**config.mk**
```make
export PLATFORM = sky130hd
export DESIGN_NAME = tl_denied_responder
export DESIGN_NICKNAME = d
export VERILOG_FILES = /design/src/rtl/tl_denied_responder.sv
export SDC_FILE = /design/constraint.sdc
export NUM_CORES = 1
export LEC_CHECK = 0
export CAP_MARGIN = 0
export CORE_ASPECT_RATIO = 0.8
export CORE_MARGIN = 2
export CORE_UTILIZATION = 30
export CTS_CLUSTER_SIZE = 16
export DETAILED_ROUTE_END_ITERATION = 12
export PLACE_DENSITY = 0.71
export SLEW_MARGIN = 20
export SYNTH_ARGS = -nofsm -noshare
export SYNTH_HDL_FRONTEND = slang
export SYNTH_SLANG_ARGS = --single-unit
```
**constraint.sdc**
```tcl
create_clock -name clock_i -period 2.8 [get_ports clock_i]
set_input_delay 0.7 -clock clock_i [delete_from_list [all_inputs] [get_ports clock_i]]
set_output_delay 0.7 -clock clock_i [all_outputs]
set_load 0.05 [all_outputs]
```
**src/rtl/tl_denied_responder.sv**
```systemverilog
// tl_denied_responder: default TileLink slave that absorbs any A request and answers with a denied D response
module tl_denied_responder #(
  parameter int DATA_W   = 32,
  parameter int SIZE_W   = 3,
  parameter int SOURCE_W = 4,
  parameter int ADDR_W   = 32,
  parameter bit DENY     = 1'b1
) (
  input  logic                  clock_i,
  input  logic                  reset_i,
  input  logic                  a_valid_i,
  output logic                  a_ready_o,
  input  logic [2:0]            a_opcode_i,
  input  logic [2:0]            a_param_i,
  input  logic [SIZE_W-1:0]     a_size_i,
  input  logic [SOURCE_W-1:0]   a_source_i,
  input  logic [ADDR_W-1:0]     a_address_i,
  input  logic [DATA_W/8-1:0]   a_mask_i,
  input  logic [DATA_W-1:0]     a_data_i,
  output logic                  d_valid_o,
  input  logic                  d_ready_i,
  output logic [2:0]            d_opcode_o,
  output logic [1:0]            d_param_o,
  output logic [SIZE_W-1:0]     d_size_o,
  output logic [SOURCE_W-1:0]   d_source_o,
  output logic                  d_sink_o,
  output logic                  d_denied_o,
  output logic                  d_corrupt_o,
  output logic [DATA_W-1:0]     d_data_o,
  input  logic                  e_valid_i,
  output logic                  e_ready_o
);
  localparam int BEAT_BYTES = DATA_W / 8;
  localparam int LOG_BB     = $clog2(BEAT_BYTES);
  // wide enough for the largest burst the size field can express
  localparam int CNT_W      = 1 << SIZE_W;
  localparam logic [SIZE_W-1:0] LOG_BB_S = SIZE_W'(LOG_BB);
  localparam logic [CNT_W-1:0]  ONE      = CNT_W'(1);

  typedef enum logic [1:0] {IDLE, ABSORB, RESP, WAIT_E} state_t;

  state_t                state_q, state_d;
  logic [CNT_W-1:0]      cnt_q, cnt_d;
  logic [2:0]            dop_q, dop_d;
  logic [SIZE_W-1:0]     size_q, size_d;
  logic [SOURCE_W-1:0]   src_q, src_d;

  logic [2:0]            in_dop;
  logic [CNT_W-1:0]      in_abeats, in_dbeats, q_dbeats;
  logic                  last;
  logic                  unused_ok;

  function automatic logic [CNT_W-1:0] beats(input logic [SIZE_W-1:0] s);
    return (s <= LOG_BB_S) ? ONE : ONE << (s - LOG_BB_S);
  endfunction

  function automatic logic [2:0] map_op(input logic [2:0] op);
    return (op <= 3'd1) ? 3'd0 : (op <= 3'd4) ? 3'd1 : (op == 3'd5) ? 3'd2 : 3'd4;
  endfunction

  assign in_dop    = map_op(a_opcode_i);
  assign in_abeats = a_opcode_i[2] ? ONE : beats(a_size_i);
  assign in_dbeats = (in_dop == 3'd1) ? beats(a_size_i) : ONE;
  assign q_dbeats  = (dop_q == 3'd1) ? beats(size_q) : ONE;
  assign last      = cnt_q == ONE;

  assign a_ready_o   = (state_q == IDLE) || (state_q == ABSORB);
  assign d_valid_o   = state_q == RESP;
  assign d_opcode_o  = dop_q;
  assign d_param_o   = (dop_q == 3'd4) ? 2'd2 : 2'd0;
  assign d_size_o    = size_q;
  assign d_source_o  = src_q;
  assign d_sink_o    = 1'b0;
  assign d_denied_o  = DENY;
  assign d_corrupt_o = DENY && (dop_q == 3'd1);
  assign d_data_o    = '0;
  assign e_ready_o   = 1'b1;
  assign unused_ok   = ^{a_param_i, a_address_i, a_mask_i, a_data_i};

  // next-state: latch the request header, count A beats in, then D beats out
  always_comb begin
    state_d = state_q;
    cnt_d   = cnt_q;
    dop_d   = dop_q;
    size_d  = size_q;
    src_d   = src_q;
    unique case (state_q)
      IDLE: if (a_valid_i) begin
        dop_d   = in_dop;
        size_d  = a_size_i;
        src_d   = a_source_i;
        state_d = (in_abeats == ONE) ? RESP : ABSORB;
        cnt_d   = (in_abeats == ONE) ? in_dbeats : in_abeats - ONE;
      end
      ABSORB: if (a_valid_i) begin
        state_d = last ? RESP : ABSORB;
        cnt_d   = last ? q_dbeats : cnt_q - ONE;
      end
      RESP: if (d_ready_i) begin
        state_d = last ? ((dop_q == 3'd4) ? WAIT_E : IDLE) : RESP;
        cnt_d   = cnt_q - ONE;
      end
      WAIT_E: if (e_valid_i) state_d = IDLE;
      default: state_d = IDLE;
    endcase
  end

  // state and response fields, cleared asynchronously so a burst can be abandoned anywhere
  always_ff @(posedge clock_i or posedge reset_i) begin
    if (reset_i) begin
      state_q <= IDLE;
      cnt_q   <= '0;
      dop_q   <= '0;
      size_q  <= '0;
      src_q   <= '0;
    end else begin
      state_q <= state_d;
      cnt_q   <= cnt_d;
      dop_q   <= dop_d;
      size_q  <= size_d;
      src_q   <= src_d;
    end
  end
endmodule

```
# After elaboration in Yosys (flattened, before gate mapping)
# Cells that the tools add are included.
[word_totals] register_bits=20 in_bits=86 output_inout_bits=50 elab_cells=58
[op_classes] addsub=4 order_cmp=4 eq_ne=13 shift=2 mux=24 reduce_logical=6
[ops] op="2-to-1 mux 8 bit" n=10
[ops] op="case mux 8 bit (3 select lines)" n=1
[ops] op="2-to-1 mux 2 bit" n=9
[ops] op="equality test 8 x 1 -> 1 bit (second input constant)" n=2
[ops] op="left shift 1 x 3 -> 8 bit (first input constant)" n=2
[ops] op="subtractor 8 x 1 -> 8 bit (second input constant)" n=2
[ops] op="2-to-1 mux 3 bit" n=3
[ops] op="case mux 2 bit (4 select lines)" n=1
[ops] op="AND reduction 4 bit" n=2
[ops] op="equality test 3 x 1 -> 1 bit (second input constant)" n=2
[ops] op="equality test 3 bit (second input constant)" n=2
[ops] op="<= comparator 3 x 2 -> 1 bit (second input constant)" n=2
[ops] op="inequality test 2 bit (second input constant)" n=3
[ops] op="subtractor 3 x 2 -> 3 bit (second input constant)" n=2
[ops] op="equality test 2 bit (second input constant)" n=2
[ops] op="<= comparator 3 x 1 -> 1 bit (second input constant)" n=1
[ops] op="<= comparator 3 bit (second input constant)" n=1
[ops] op="nonzero test 3 bit" n=1
[ops] op="equality test 2 x 1 -> 1 bit (second input constant)" n=1
[ops] op="zero test 2 bit" n=1
[ops] op="inequality test 2 x 1 -> 1 bit (second input constant)" n=1
[ops] op="AND reduction 2 bit" n=1
[ops] op="logical OR 1 bit" n=1

# Longest topological paths before layout
[logic_depth] word_depth=9 depth_mapped=14 depth_no_buf=12

# Worst setup path after synthesis
# Ideal clock, no wire load.
[synth_path] path_kind="input port to flip-flop" startpoint="input port a_size_i[1]" endpoint="register cnt_q[6]" setup_time_ns=0.066 arrival_time_ns=3.247 t_required_ns=2.734 path_slack_ns=-0.513 path_stages=13 path_buffers=2 cell_sequence="clkbuf_1 -> inv_1 -> ha_1 -> clkbuf_1 -> nor2b_1 -> nor3_1 -> nor2_1 -> ha_1 -> or4_1 -> a211oi_1 -> a21oi_1 -> o211ai_1 -> o211a_1"
[synth_between] elab_chain_cells=8 elab_cells_between_ends=11 classes_between="add/sub: 2; order compare: 1; eq/ne: 1; shift: 1; mux: 6"
[synth_rtl] element="start: declaration" line_no="15" rtl="input logic [SIZE_W-1:0] a_size_i,"
[synth_rtl] element="subtractor 3 x 2 -> 3 bit" line_no="54" rtl="return (s <= LOG_BB_S) ? ONE : ONE << (s - LOG_BB_S);"
[synth_rtl] element="left shift 1 x 3 -> 8 bit" line_no="54"
[synth_rtl] element="2-to-1 mux 8 bit *" line_no="54"
[synth_rtl] element="2-to-1 mux 8 bit" line_no="62" rtl="assign in_abeats = a_opcode_i[2] ? ONE : beats(a_size_i);"
[synth_rtl] element="subtractor 8 x 1 -> 8 bit / equality test 8 x 1 -> 1 bit (equally long branches)" line_no="93" rtl="cnt_d = (in_abeats == ONE) ? in_dbeats : in_abeats - ONE;"
[synth_rtl] element="2-to-1 mux 8 bit *" line_no="93"
[synth_rtl] element="2-to-1 mux 8 bit *" line_no="88" rtl="IDLE: if (a_valid_i) begin"
[synth_rtl] element="case mux 8 bit (3 select lines) *" line_no="87" rtl="unique case (state_q)"
[synth_rtl] element="end signal: assignment" line_no="118" rtl="cnt_q <= cnt_d;"
[synth_rtl] element="end: declaration" line_no="43" rtl="logic [CNT_W-1:0] cnt_q, cnt_d;"
# Every way passes the cells marked *; elsewhere a longest branch is shown, timed or not. The select of a mux whose other input is x is not followed.
# A chain may end at the register's enable or synchronous reset.

# Worst setup path in the final report
[layout_path] startpoint="register state_q[0]" endpoint="output port d_valid_o"
[layout_between] elab_chain_cells=1
[layout_rtl] element="start: declaration" line_no="42" rtl="state_t state_q, state_d;"
[layout_rtl] element="start signal: assignment" line_no="117" rtl="state_q <= state_d;"
[layout_rtl] element="equality test 2 bit" line_no="68" rtl="assign d_valid_o = state_q == RESP;"
[layout_rtl] element="end: declaration" line_no="20" rtl="output logic d_valid_o,"
# Every way passes these cells.

==> flow_summary.toml <==
[sta]
setup_viol = 0
fmax_mhz = 373
period_needed_ns = 2.68
worst_hold_slack_ns = 0.519
finalCritPeriodShare_pct = 95.8
finalHoldViolCount = 0
fin_skew_ns = 0.00652
slew_headroom_pct = 49.1
max_slew.worst_pin.slew_ns = 0.763
finalMaxSlewViolations = 0
rsz0062_at_grt = "false"

[drt]
detail-route-antenna-nets = 0
route.detailed.drc = 0
drtIter0Drc = 215
dr.pass1.iters = 4
vias_per_cell = 4.86
drt_wl_total_mm = 4.96
num_vias = 1779
wl_per_cell_um = 13.6

[power]
p_int_mw = 1.37
power_frac_seq_pct = 22.5
power_switching_mw = 1.46
leakagePower_nw = 1.11
vdd_ir_drop_max_mv = 0.674
p_clk_share_pct = 10.4
swShare_pct = 51.6
pwr-share-comb_pct = 67.1
cellPowerDensity_mw_per_mm2 = 1140

[global_route]
grt-ovfl-total = 0
grt_pass1_vias = 1693
antenna_found_initial = 0
grt_pass1_wl_mm = 8.25
grt_max_degree = 21
grt_usage_pct = 14.0

[finish]
drive_above_1_share_pct = 22.0
fillers = 643
layout.nets = 380
diodes = 0
area_delta_synth_final_pct = 28.1
final_util_pct = 39.3

[synthesis]
yosysMostFrequentCell = "buf_4"
synth_seq_cells = 20
synth_commonest_cells = "buf_4, dfrtp_1, nand2_1, inv_1, nor2_1"
synth_area_per_cell_um2 = 8.46
ys_seq_area_share_pct = 25.7
synth_top_area_cell = "dfrtp_1"
synth_top_area_share_pct = 25.7
syn_inst = 230
synth_area_leaders = "dfrtp_1, buf_4, ha_1, o211a_1, nand2_1"
async_flop_share_pct = 100
synth_ff_type = "dfrtp_1"
synth_area_mm2 = 0.00195
synth_cell_types = 49
yosysWarnings = 0
synth_edf_count = 0

[min_path]
holdPathEnd = "d_source_o[1]"
worstHoldPathCells = 1
min-delay-start = "d_source_o[1]"
hold_class = "flip-flop to flip-flop"

[floorplan]
die_x_um = 94.1
core_area_mm2 = 0.00634
start_util_pct = 30.7
rows = 26
die_height_um = 76.1
die_area_mm2 = 0.00715
io_pins = 136

[worst_setup_path]
cp_max_fo = 8
worstSetupEndpointType = "primary output"
arrival_ns = 1.98
r2r_cells = 6
setup.worst_path.class = "flip-flop to primary output"
timing.critical_path.required_ns = 2.10
r2r_end = "cnt_q[6]"
reg2reg_slack_ns = 0.62
r2r-start = "d_size_o[1]"
critical_path.startpoint = "state_q[0]"
critPathLaunchType = "flip-flop"

[run_status]
status = "completed"

[placement]
gp_congestion = 0.889
io_buffers = 28
hpwl_mm = 3.93

[clock_tree]
insertion_delay_ns = 0.26
cts_tree = "yes"
cts_buffer_depth = 2
root_buffer = "clkbuf_8"
h-tree-depth = 1
cts_buffers = 3
clk_pin_slew_ns = 0.08
cts.sinks = 20
postCtsHoldBufs = 0

[flow_run]
drv_cap = 0
==> sequential cells by signal, indices dropped and copies added (netlist names) <==
signal	count
d_size_o	3
cnt_q	8
d_opcode_o	3
d_source_o	4
state_q	2
==> kinds of logic after synthesis <==
group / count (synthesis) / synth area share, %
compound gates: 49 / 19.5
fa+ha+maj: 11 / 7.07
mux: 6 / 3.41
buf+inv: 56 / 17.7
other cells: 2 / 0.386
xor+xnor: 6 / 2.70
flops: 20 / 25.7
simple gates: 80 / 23.5
==> layout make-up <==
type                       instances  area, um2  share of cell area (%)
multi-input combinational        188       1270                    51.1
sequential                        20        500                    20.1
timing repair buffer              55        482                    19.3
tap                               84        105                    4.21
inverter                          15       61.3                    2.46
clock buffer                       3       41.3                    1.66
clock inverter                     1       30.0                    1.20
==> power by group through the flow <==
stage / Combinational [mW] / Clock (mW) / Sequential (mW)
after floorplan: 1.19 / 0 / 0.817
after global placement: 1.86 / 0 / 0.628
after detailed placement: 1.88 / 0 / 0.639
after CTS: 1.90 / 0.300 / 0.633
after global routing: 2.06 / 0.314 / 0.662
final: 1.90 / 0.296 / 0.637
==> per-layer routing <==
| layer | global-route usage (%) | routed length, um | vias up |
|---|---|---|---|
| met3 | 3.66 | 387 | 4 |
| met4 | 2.32 | 19 | 0 |
| met5 | 0 | 0 | - |
| li1 | - | - | 863 |
| met2 | 22.2 | 2320 | 62 |
| met1 | 19.4 | 2230 | 850 |
==> stage by stage <==
| stage | instance area, um2 | setup TNS, ns | power [mW] | cells | setup WS [ns] |
|---|---|---|---|---|---|
| 2_1_floorplan | 2140 | -0.100 | 2.00 | 264 | -0.0698 |
| 3_5_place_dp | 2400 | -3.89 | 2.52 | 361 | -0.519 |
| 6_report | 2490 | 0 | 2.83 | 366 | 0.117 |
| 5_1_grt | 2490 | 0 | 3.03 | 366 | 0.00110 |
| 4_1_cts | 2490 | 0 | 2.83 | 366 | 0.0500 |
| 3_3_place_gp | 2400 | -3.75 | 2.49 | 361 | -0.510 |
==> worst max-delay path: stages (launching register included) <==
cell and delay, ns:
dfrtp_1 0.44, inv_1 0.11, ha_1 0.31, clkdlybuf4s50_1 0.86
==> worst max-delay path by stage <==
| stage | to | slack, ns | depth (start not counted) |
|---|---|---|---|
| floorplan | cnt_q[2] | -0.07 | 14 |
| global placement | cnt_q[2] | -0.51 | 13 |
| detailed placement | cnt_q[2] | -0.52 | 13 |
| CTS | a_ready_o | 0.05 | 4 |
| global route | cnt_q[6] | 0.001 | 12 |
| finish | d_valid_o | 0.12 | 3 |
==> cell usage in the layout (no fill, tap or decap), types with 2 or more instances in the layout <==
master and count:
a211oi_1 2, a21oi_1 3, a22o_1 2, a31oi_1 3
buf_4 27, clkbuf_8 3, clkdlybuf4s50_1 24, conb_1 36
dfrtp_1 20, ha_1 8, ha_2 2, inv_1 13
mux2_2 5, nand2_1 17, nand2b_1 6, nand4_1 2
nor2_1 14, nor2b_1 5, nor3_1 6, nor3_2 2
nor3b_1 3, nor4_1 7, o211a_1 7, o211ai_1 2
o21ai_0 7, o221a_2 2, o221ai_1 4, o22ai_1 5
or2_2 2, or3_1 2, or4_1 3, or4_4 3
xnor2_1 5
==> what timing repair did <==
item / CTS / global route
setup endpoints to repair: 10 / 2
resized for setup: 7 / 4
setup buffers: 1 / 0
cloned: 0 / 0
pin swaps: 5 / 6
endpoints found under the hold margin: 0 / 0
No activity file was read; power rests on OpenSTA's default activity.
